--- src/rtl/stein_lcm.sv ---
// stein_lcm: sequential LCM of two 7-bit magnitudes.
// Binary (Stein) GCD, then a restoring divide (A0 / g) and a shift-add multiply (q * B0).
module stein_lcm (
  input  logic        clk,
  input  logic        reset,
  input  logic        start,
  input  logic [7:0]  a,
  input  logic [7:0]  b,
  output logic        busy,
  output logic        done,
  output logic [15:0] res
);

  localparam int unsigned OP_W  = 7;
  localparam int unsigned RES_W = 16;
  localparam int unsigned K_W   = 3;
  localparam int unsigned CNT_W = 3;

  localparam logic [2:0] S_IDLE = 3'd0;
  localparam logic [2:0] S_GCD  = 3'd1;
  localparam logic [2:0] S_DIV  = 3'd2;
  localparam logic [2:0] S_MUL  = 3'd3;
  localparam logic [2:0] S_DONE = 3'd4;

  // Last DIV / MUL step index (7 steps each).
  localparam logic [CNT_W-1:0] LAST_STEP = CNT_W'(OP_W - 1);

  logic [2:0]       state_q, state_d;
  logic [OP_W-1:0]  a0_q, a0_d;
  logic [OP_W-1:0]  b0_q, b0_d;
  logic [OP_W-1:0]  x_q, x_d;
  logic [OP_W-1:0]  y_q, y_d;
  logic [K_W-1:0]   k_q, k_d;
  logic [OP_W-1:0]  g_q, g_d;
  logic [OP_W-1:0]  rem_q, rem_d;
  logic [OP_W-1:0]  quo_q, quo_d;
  logic [CNT_W-1:0] cnt_q, cnt_d;
  logic [RES_W-1:0] acc_q, acc_d;
  logic [RES_W-1:0] res_q, res_d;
  logic             done_q, done_d;
  logic             busy_q, busy_d;

  logic [OP_W:0]    div_trial;
  logic [OP_W-1:0]  a_mag, b_mag;

  // Sign bits are dropped; only the magnitudes take part.
  logic sign_unused;
  assign sign_unused = a[7] ^ b[7];
  assign a_mag = a[OP_W-1:0];
  assign b_mag = b[OP_W-1:0];

  // State and datapath registers.
  always_ff @(posedge clk or posedge reset) begin
    if (reset) begin
      state_q <= S_IDLE;
      a0_q    <= '0;
      b0_q    <= '0;
      x_q     <= '0;
      y_q     <= '0;
      k_q     <= '0;
      g_q     <= '0;
      rem_q   <= '0;
      quo_q   <= '0;
      cnt_q   <= '0;
      acc_q   <= '0;
      res_q   <= '0;
      done_q  <= 1'b0;
      busy_q  <= 1'b0;
    end else begin
      state_q <= state_d;
      a0_q    <= a0_d;
      b0_q    <= b0_d;
      x_q     <= x_d;
      y_q     <= y_d;
      k_q     <= k_d;
      g_q     <= g_d;
      rem_q   <= rem_d;
      quo_q   <= quo_d;
      cnt_q   <= cnt_d;
      acc_q   <= acc_d;
      res_q   <= res_d;
      done_q  <= done_d;
      busy_q  <= busy_d;
    end
  end

  // Next-state and datapath update for each phase.
  always_comb begin
    state_d   = state_q;
    a0_d      = a0_q;
    b0_d      = b0_q;
    x_d       = x_q;
    y_d       = y_q;
    k_d       = k_q;
    g_d       = g_q;
    rem_d     = rem_q;
    quo_d     = quo_q;
    cnt_d     = cnt_q;
    acc_d     = acc_q;
    res_d     = res_q;
    done_d    = 1'b0;
    div_trial = '0;

    case (state_q)
      S_IDLE: begin
        if (start) begin
          a0_d  = a_mag;
          b0_d  = b_mag;
          x_d   = a_mag;
          y_d   = b_mag;
          k_d   = '0;
          rem_d = '0;
          cnt_d = '0;
          acc_d = '0;
          // Zero operand: skip straight to DONE, the cleared accumulator is the result.
          if (a_mag == '0 || b_mag == '0) begin
            state_d = S_DONE;
          end else begin
            state_d = S_GCD;
          end
        end
      end

      S_GCD: begin
        if (x_q == '0 || y_q == '0) begin
          g_d     = OP_W'((x_q | y_q) << k_q);
          quo_d   = a0_q;
          rem_d   = '0;
          cnt_d   = '0;
          state_d = S_DIV;
        end else if (!x_q[0] && !y_q[0]) begin
          x_d = x_q >> 1;
          y_d = y_q >> 1;
          k_d = k_q + K_W'(1);
        end else if (!x_q[0]) begin
          x_d = x_q >> 1;
        end else if (!y_q[0]) begin
          y_d = y_q >> 1;
        end else if (x_q > y_q) begin
          x_d = (x_q - y_q) >> 1;
        end else begin
          x_d = (y_q - x_q) >> 1;
          y_d = x_q;
        end
      end

      // Dividend bits shift out of quo MSB-first; quotient bits shift in at the LSB.
      S_DIV: begin
        div_trial = {rem_q, quo_q[OP_W-1]};
        if (div_trial >= {1'b0, g_q}) begin
          rem_d = OP_W'(div_trial - {1'b0, g_q});
          quo_d = {quo_q[OP_W-2:0], 1'b1};
        end else begin
          rem_d = div_trial[OP_W-1:0];
          quo_d = {quo_q[OP_W-2:0], 1'b0};
        end
        cnt_d = cnt_q + CNT_W'(1);
        if (cnt_q == LAST_STEP) begin
          cnt_d   = '0;
          state_d = S_MUL;
        end
      end

      S_MUL: begin
        if (quo_q[cnt_q]) begin
          acc_d = acc_q + (RES_W'(b0_q) << cnt_q);
        end
        cnt_d = cnt_q + CNT_W'(1);
        if (cnt_q == LAST_STEP) begin
          cnt_d   = '0;
          state_d = S_DONE;
        end
      end

      S_DONE: begin
        res_d   = acc_q;
        done_d  = 1'b1;
        state_d = S_IDLE;
      end

      default: begin
        state_d = S_IDLE;
      end
    endcase
  end

  // busy tracks the registered state so it drops together with the DONE->IDLE transition.
  always_comb begin
    busy_d = (state_d != S_IDLE);
  end

  assign busy = busy_q;
  assign done = done_q;
  assign res  = res_q;

endmodule

--- config.mk ---
export PLATFORM = sky130hd
export DESIGN_NAME = stein_lcm
export DESIGN_NICKNAME = d
export VERILOG_FILES = /design/src/rtl/stein_lcm.sv
export SDC_FILE = /design/constraint.sdc
export NUM_CORES = 1
export LEC_CHECK = 0
export CORE_MARGIN = 2
export CORE_UTILIZATION = 40
export DETAILED_ROUTE_END_ITERATION = 10
export HOLD_SLACK_MARGIN = 0.08
export PLACE_DENSITY = 0.62
export SLEW_MARGIN = 20
export SYNTH_ARGS = -nofsm -noshare
export SYNTH_HDL_FRONTEND = slang
export SYNTH_SLANG_ARGS = --single-unit
--- constraint.sdc ---
create_clock -name clk -period 3.4 [get_ports clk]
set_input_delay 0.68 -clock clk [delete_from_list [all_inputs] [get_ports clk]]
set_output_delay 0.68 -clock clk [all_outputs]
set_load 0.02 [all_outputs]
==> impl_metrics.json <==
{
  "run_status": "complete, no violations",
  "drt_wl_total_mm": 14.78,
  "maximum_number_of_pins_on_one_net_before_global_route_repair": 68,
  "power-per-cell-area_mw_per_mm2": 985.8,
  "number_of_buffers_added_for_setup_after_cts": 0,
  "num_antenna_cells": 0,
  "ff_latch_count_synth": 92,
  "post-synth-top-area-fraction_pct": 38.06,
  "postSynthNetCount": 744,
  "instance_count_of_the_mapped_netlist": 678,
  "tritoncts": "yes",
  "rows": 44,
  "first_pass_iters": 4,
  "worst_endpoint_data_arrival_time_ns": 3.33,
  "setup-tns-final_ns": 0,
  "most_area_hungry_cell_type_in_the_yosys_netlist": "sky130_fd_sc_hd__dfrtp_1",
  "max-vdd-ir-drop_mv": 0.4814,
  "synthToLayoutAreaGrowth_pct": 15.08,
  "post_drt_via_cell_ratio": 5.591,
  "total_of_hold_buffers_inserted_after_clock_tree_synthesis": 0,
  "overflow_after_grt": 0,
  "final_min_period_over_clock_period_pct": 91.58,
  "die_h_microns": 127.0,
  "detailed_place_hpwl_mm": 11.15,
  "min-delay-path-class": "flop to flop",
  "route.antenna.remaining_nets": 0,
  "fp.dieW_microns": 127.0,
  "design.portCount": 37,
  "synth_cell_type_count": 60,
  "cts-buffers-inserted": 9,
  "worstMarginPinSlew_ns": 0.7705,
  "core_area_sq_mm": 0.01464,
  "layout.core_utilization_pct": 47.54,
  "synth-seq-area-share_pct": 38.06,
  "grt_pass1_vias": 4974,
  "syn_avg_cell_area_sq_um": 8.923,
  "cts-htree-levels": 3,
  "finalCriticalPeriod_ns": 3.114,
  "finalWeightedCongestion": 0.9488,
  "start_util_pct": 41.31,
  "timing.setup.critical_path_class": "flop to flop",
  "layout.nets": 777,
  "cp-start-kind": "flop",
  "clkTransAtPathRegs_ns": 0.07,
  "wire_per_inst_microns": 16.42,
  "fin_worst_skew_ns": 0.01084,
  "drive_gt1_share_pct": 9.637,
  "cap_viol_max_count": 0,
  "slew_headroom_pct": 48.48,
  "ys_top_cells_by_count": "sky130_fd_sc_hd__dfrtp_1, sky130_fd_sc_hd__nand2_1, sky130_fd_sc_hd__nor2_1",
  "critical_path_required_ns": 3.62,
  "global_route_wire_length_before_repair_mm": 24.84,
  "finalSetupViolations": 0,
  "yosys-top-cells-area": "sky130_fd_sc_hd__dfrtp_1, sky130_fd_sc_hd__ha_1, sky130_fd_sc_hd__nand2_1",
  "clockRootBuffer": "sky130_fd_sc_hd__clkbuf_16",
  "routed-via-count": 5032,
  "edff_count_synth": 0,
  "insertion_delay_ns": 0.35,
  "drtIter0Drc": 320,
  "port-buffer-count": 34,
  "endpoint_kind_of_the_worst_setup_timing_path": "flop",
  "grt_use_total_pct": 19.13,
  "design_power_total_mw": 6.863,
  "numClockSinks": 92,
  "grt_antenna_before_repair": 0,
  "clock_tree.buffer_depth": 2,
  "maxClockFrequency_ghz": 0.3212,
  "maxSlewViolCount": 0,
  "synthesis.area_sq_mm": 0.006050,
  "static-leakage-power_nw": 3.138,
  "unrepaired_setup_endpoints_after_global_routing": "false",
  "worst-path-max-fanout": 11,
  "synth_async_sr_flop_share_pct": 100.0,
  "ys.warnings.count": 0,
  "cts.repair.resized": 0,
  "final_hold_viol_count": 0,
  "drt_drc_violations_left": 0,
  "die_area_sq_mm": 0.01612,
  "synth_top_flop_cell": "sky130_fd_sc_hd__dfrtp_1"
}
## kinds of logic after synthesis
kind of cell,Yosys count,synth area share [%]
AOI/OAI and AO/OA,169,17.70
xor gates and xnor gates,15,2.172
and+or+nand+nor,237,18.01
buffers and inverters,69,4.467
muxes,49,9.369
adders and majority gates,47,10.22
DFF,92,38.06
## registers in the layout (all words and copies together), names as in the netlist
register  cells
a0_q          7
acc_q        16
b0_q          7
busy          1
cnt_q         3
done          1
g_q           7
k_q           3
quo_q         7
rem_q         7
res          16
state_q       3
x_q           7
y_q           7
## layout by cell type, fill, tap and decap left out, types with 3 or more instances in the layout
cell type | netlist | layout
sky130_fd_sc_hd__or3_1 | 4 | 4
sky130_fd_sc_hd__and3_1 | 4 | 4
sky130_fd_sc_hd__ha_1 | 43 | 43
sky130_fd_sc_hd__nand4_1 | 4 | 4
sky130_fd_sc_hd__and2_1 | 4 | 4
sky130_fd_sc_hd__inv_1 | 40 | 39
sky130_fd_sc_hd__a221o_1 | 3 | 3
sky130_fd_sc_hd__o21a_1 | 6 | 6
sky130_fd_sc_hd__a211oi_1 | 8 | 8
sky130_fd_sc_hd__fa_1 | 4 | 4
sky130_fd_sc_hd__xor2_1 | 6 | 6
sky130_fd_sc_hd__nand3_1 | 23 | 23
sky130_fd_sc_hd__o22ai_1 | 9 | 9
sky130_fd_sc_hd__a21o_1 | 6 | 6
sky130_fd_sc_hd__nor3_1 | 16 | 16
sky130_fd_sc_hd__mux2i_1 | 24 | 24
sky130_fd_sc_hd__nor4_1 | 8 | 8
sky130_fd_sc_hd__or4_1 | 4 | 4
sky130_fd_sc_hd__o21ai_0 | 49 | 49
sky130_fd_sc_hd__buf_4 | 0 | 16
sky130_fd_sc_hd__nand2_1 | 92 | 92
sky130_fd_sc_hd__nor2_1 | 53 | 53
sky130_fd_sc_hd__nand2b_1 | 9 | 9
sky130_fd_sc_hd__xnor2_1 | 9 | 9
sky130_fd_sc_hd__mux4_2 | 4 | 4
sky130_fd_sc_hd__clkdlybuf4s50_1 | 0 | 34
sky130_fd_sc_hd__o31ai_1 | 7 | 7
sky130_fd_sc_hd__dfrtp_1 | 92 | 91
sky130_fd_sc_hd__nor2b_1 | 7 | 7
sky130_fd_sc_hd__clkbuf_16 | 0 | 9
sky130_fd_sc_hd__a21oi_1 | 46 | 46
sky130_fd_sc_hd__o21bai_1 | 4 | 4
sky130_fd_sc_hd__mux2_2 | 21 | 21
sky130_fd_sc_hd__a22oi_1 | 6 | 6
## final timing paths
path	startpoint	to	slack, ns	cells after the start
worst min register to register	a0_q[1]	a0_q[1]	0.48	2
worst max-delay path	cnt_q[0]	acc_q[13]	0.29	11
worst min-delay path	a0_q[1]	a0_q[1]	0.48	2
min in group asynchronous	reset	acc_q[1]	0.69	2
max in group asynchronous	reset	cnt_q[1]	2.01	3
worst max register to register	cnt_q[0]	acc_q[13]	0.29	11
## metal layers
layer,vias up,wire (microns),track usage [%]
met3,22,547,3.978
li1,2479,-,-
met1,2423,7173,26.37
met2,108,6803,30.55
met4,0,252,5.818
met5,-,0,0
## critical path: stages, from the launching register on
cell and delay, ns:
sky130_fd_sc_hd__dfrtp_1 0.55, sky130_fd_sc_hd__buf_4 0.24, sky130_fd_sc_hd__mux2_2 0.35, sky130_fd_sc_hd__a21oi_1 0.16, sky130_fd_sc_hd__ha_1 0.29, sky130_fd_sc_hd__nor2_1 0.16
sky130_fd_sc_hd__a211oi_1 0.10, sky130_fd_sc_hd__o41ai_1 0.38, sky130_fd_sc_hd__o21ai_0 0.26, sky130_fd_sc_hd__a31oi_1 0.25, sky130_fd_sc_hd__xor2_1 0.16, sky130_fd_sc_hd__o21ai_0 0.08
## where the power goes
part	internal, mW	switching [mW]	total, mW
logic	1.67	2.30	3.97
clock network	0.573	0.443	1.02
registers	1.46	0.419	1.88
total	3.70	3.16	6.86
## cell type report
| class | count | area, sq um |
|---|---|---|
| fillers | 1400 | 7682 |
| multi-input cells | 517 | 3495 |
| flip-flops and latches | 92 | 2303 |
| repair buffers | 51 | 480.5 |
| well taps | 184 | 230.2 |
| clock buffers | 9 | 225.2 |
| inverters | 40 | 151.4 |
| clock inverters | 7 | 76.32 |
## metrics by stage
| step | setup WS, ns | hold slack, ns | cell area, sq um | std cells |
|---|---|---|---|---|
| 6_report | 0.2864 | 0.4794 | 6962 | 900 |
| 5_1_grt | 0.08269 | 0.4987 | 6962 | 900 |
| 4_1_cts | 0.2373 | 0.4814 | 6960 | 900 |
| 3_5_place_dp | 0.2315 | 0.4700 | 6659 | 884 |
| 3_3_place_gp | 0.2996 | 0.4617 | 6659 | 884 |
| 2_1_floorplan | 0.3280 | 0.4425 | 6050 | 678 |
Power figures use the tool's default switching activity.
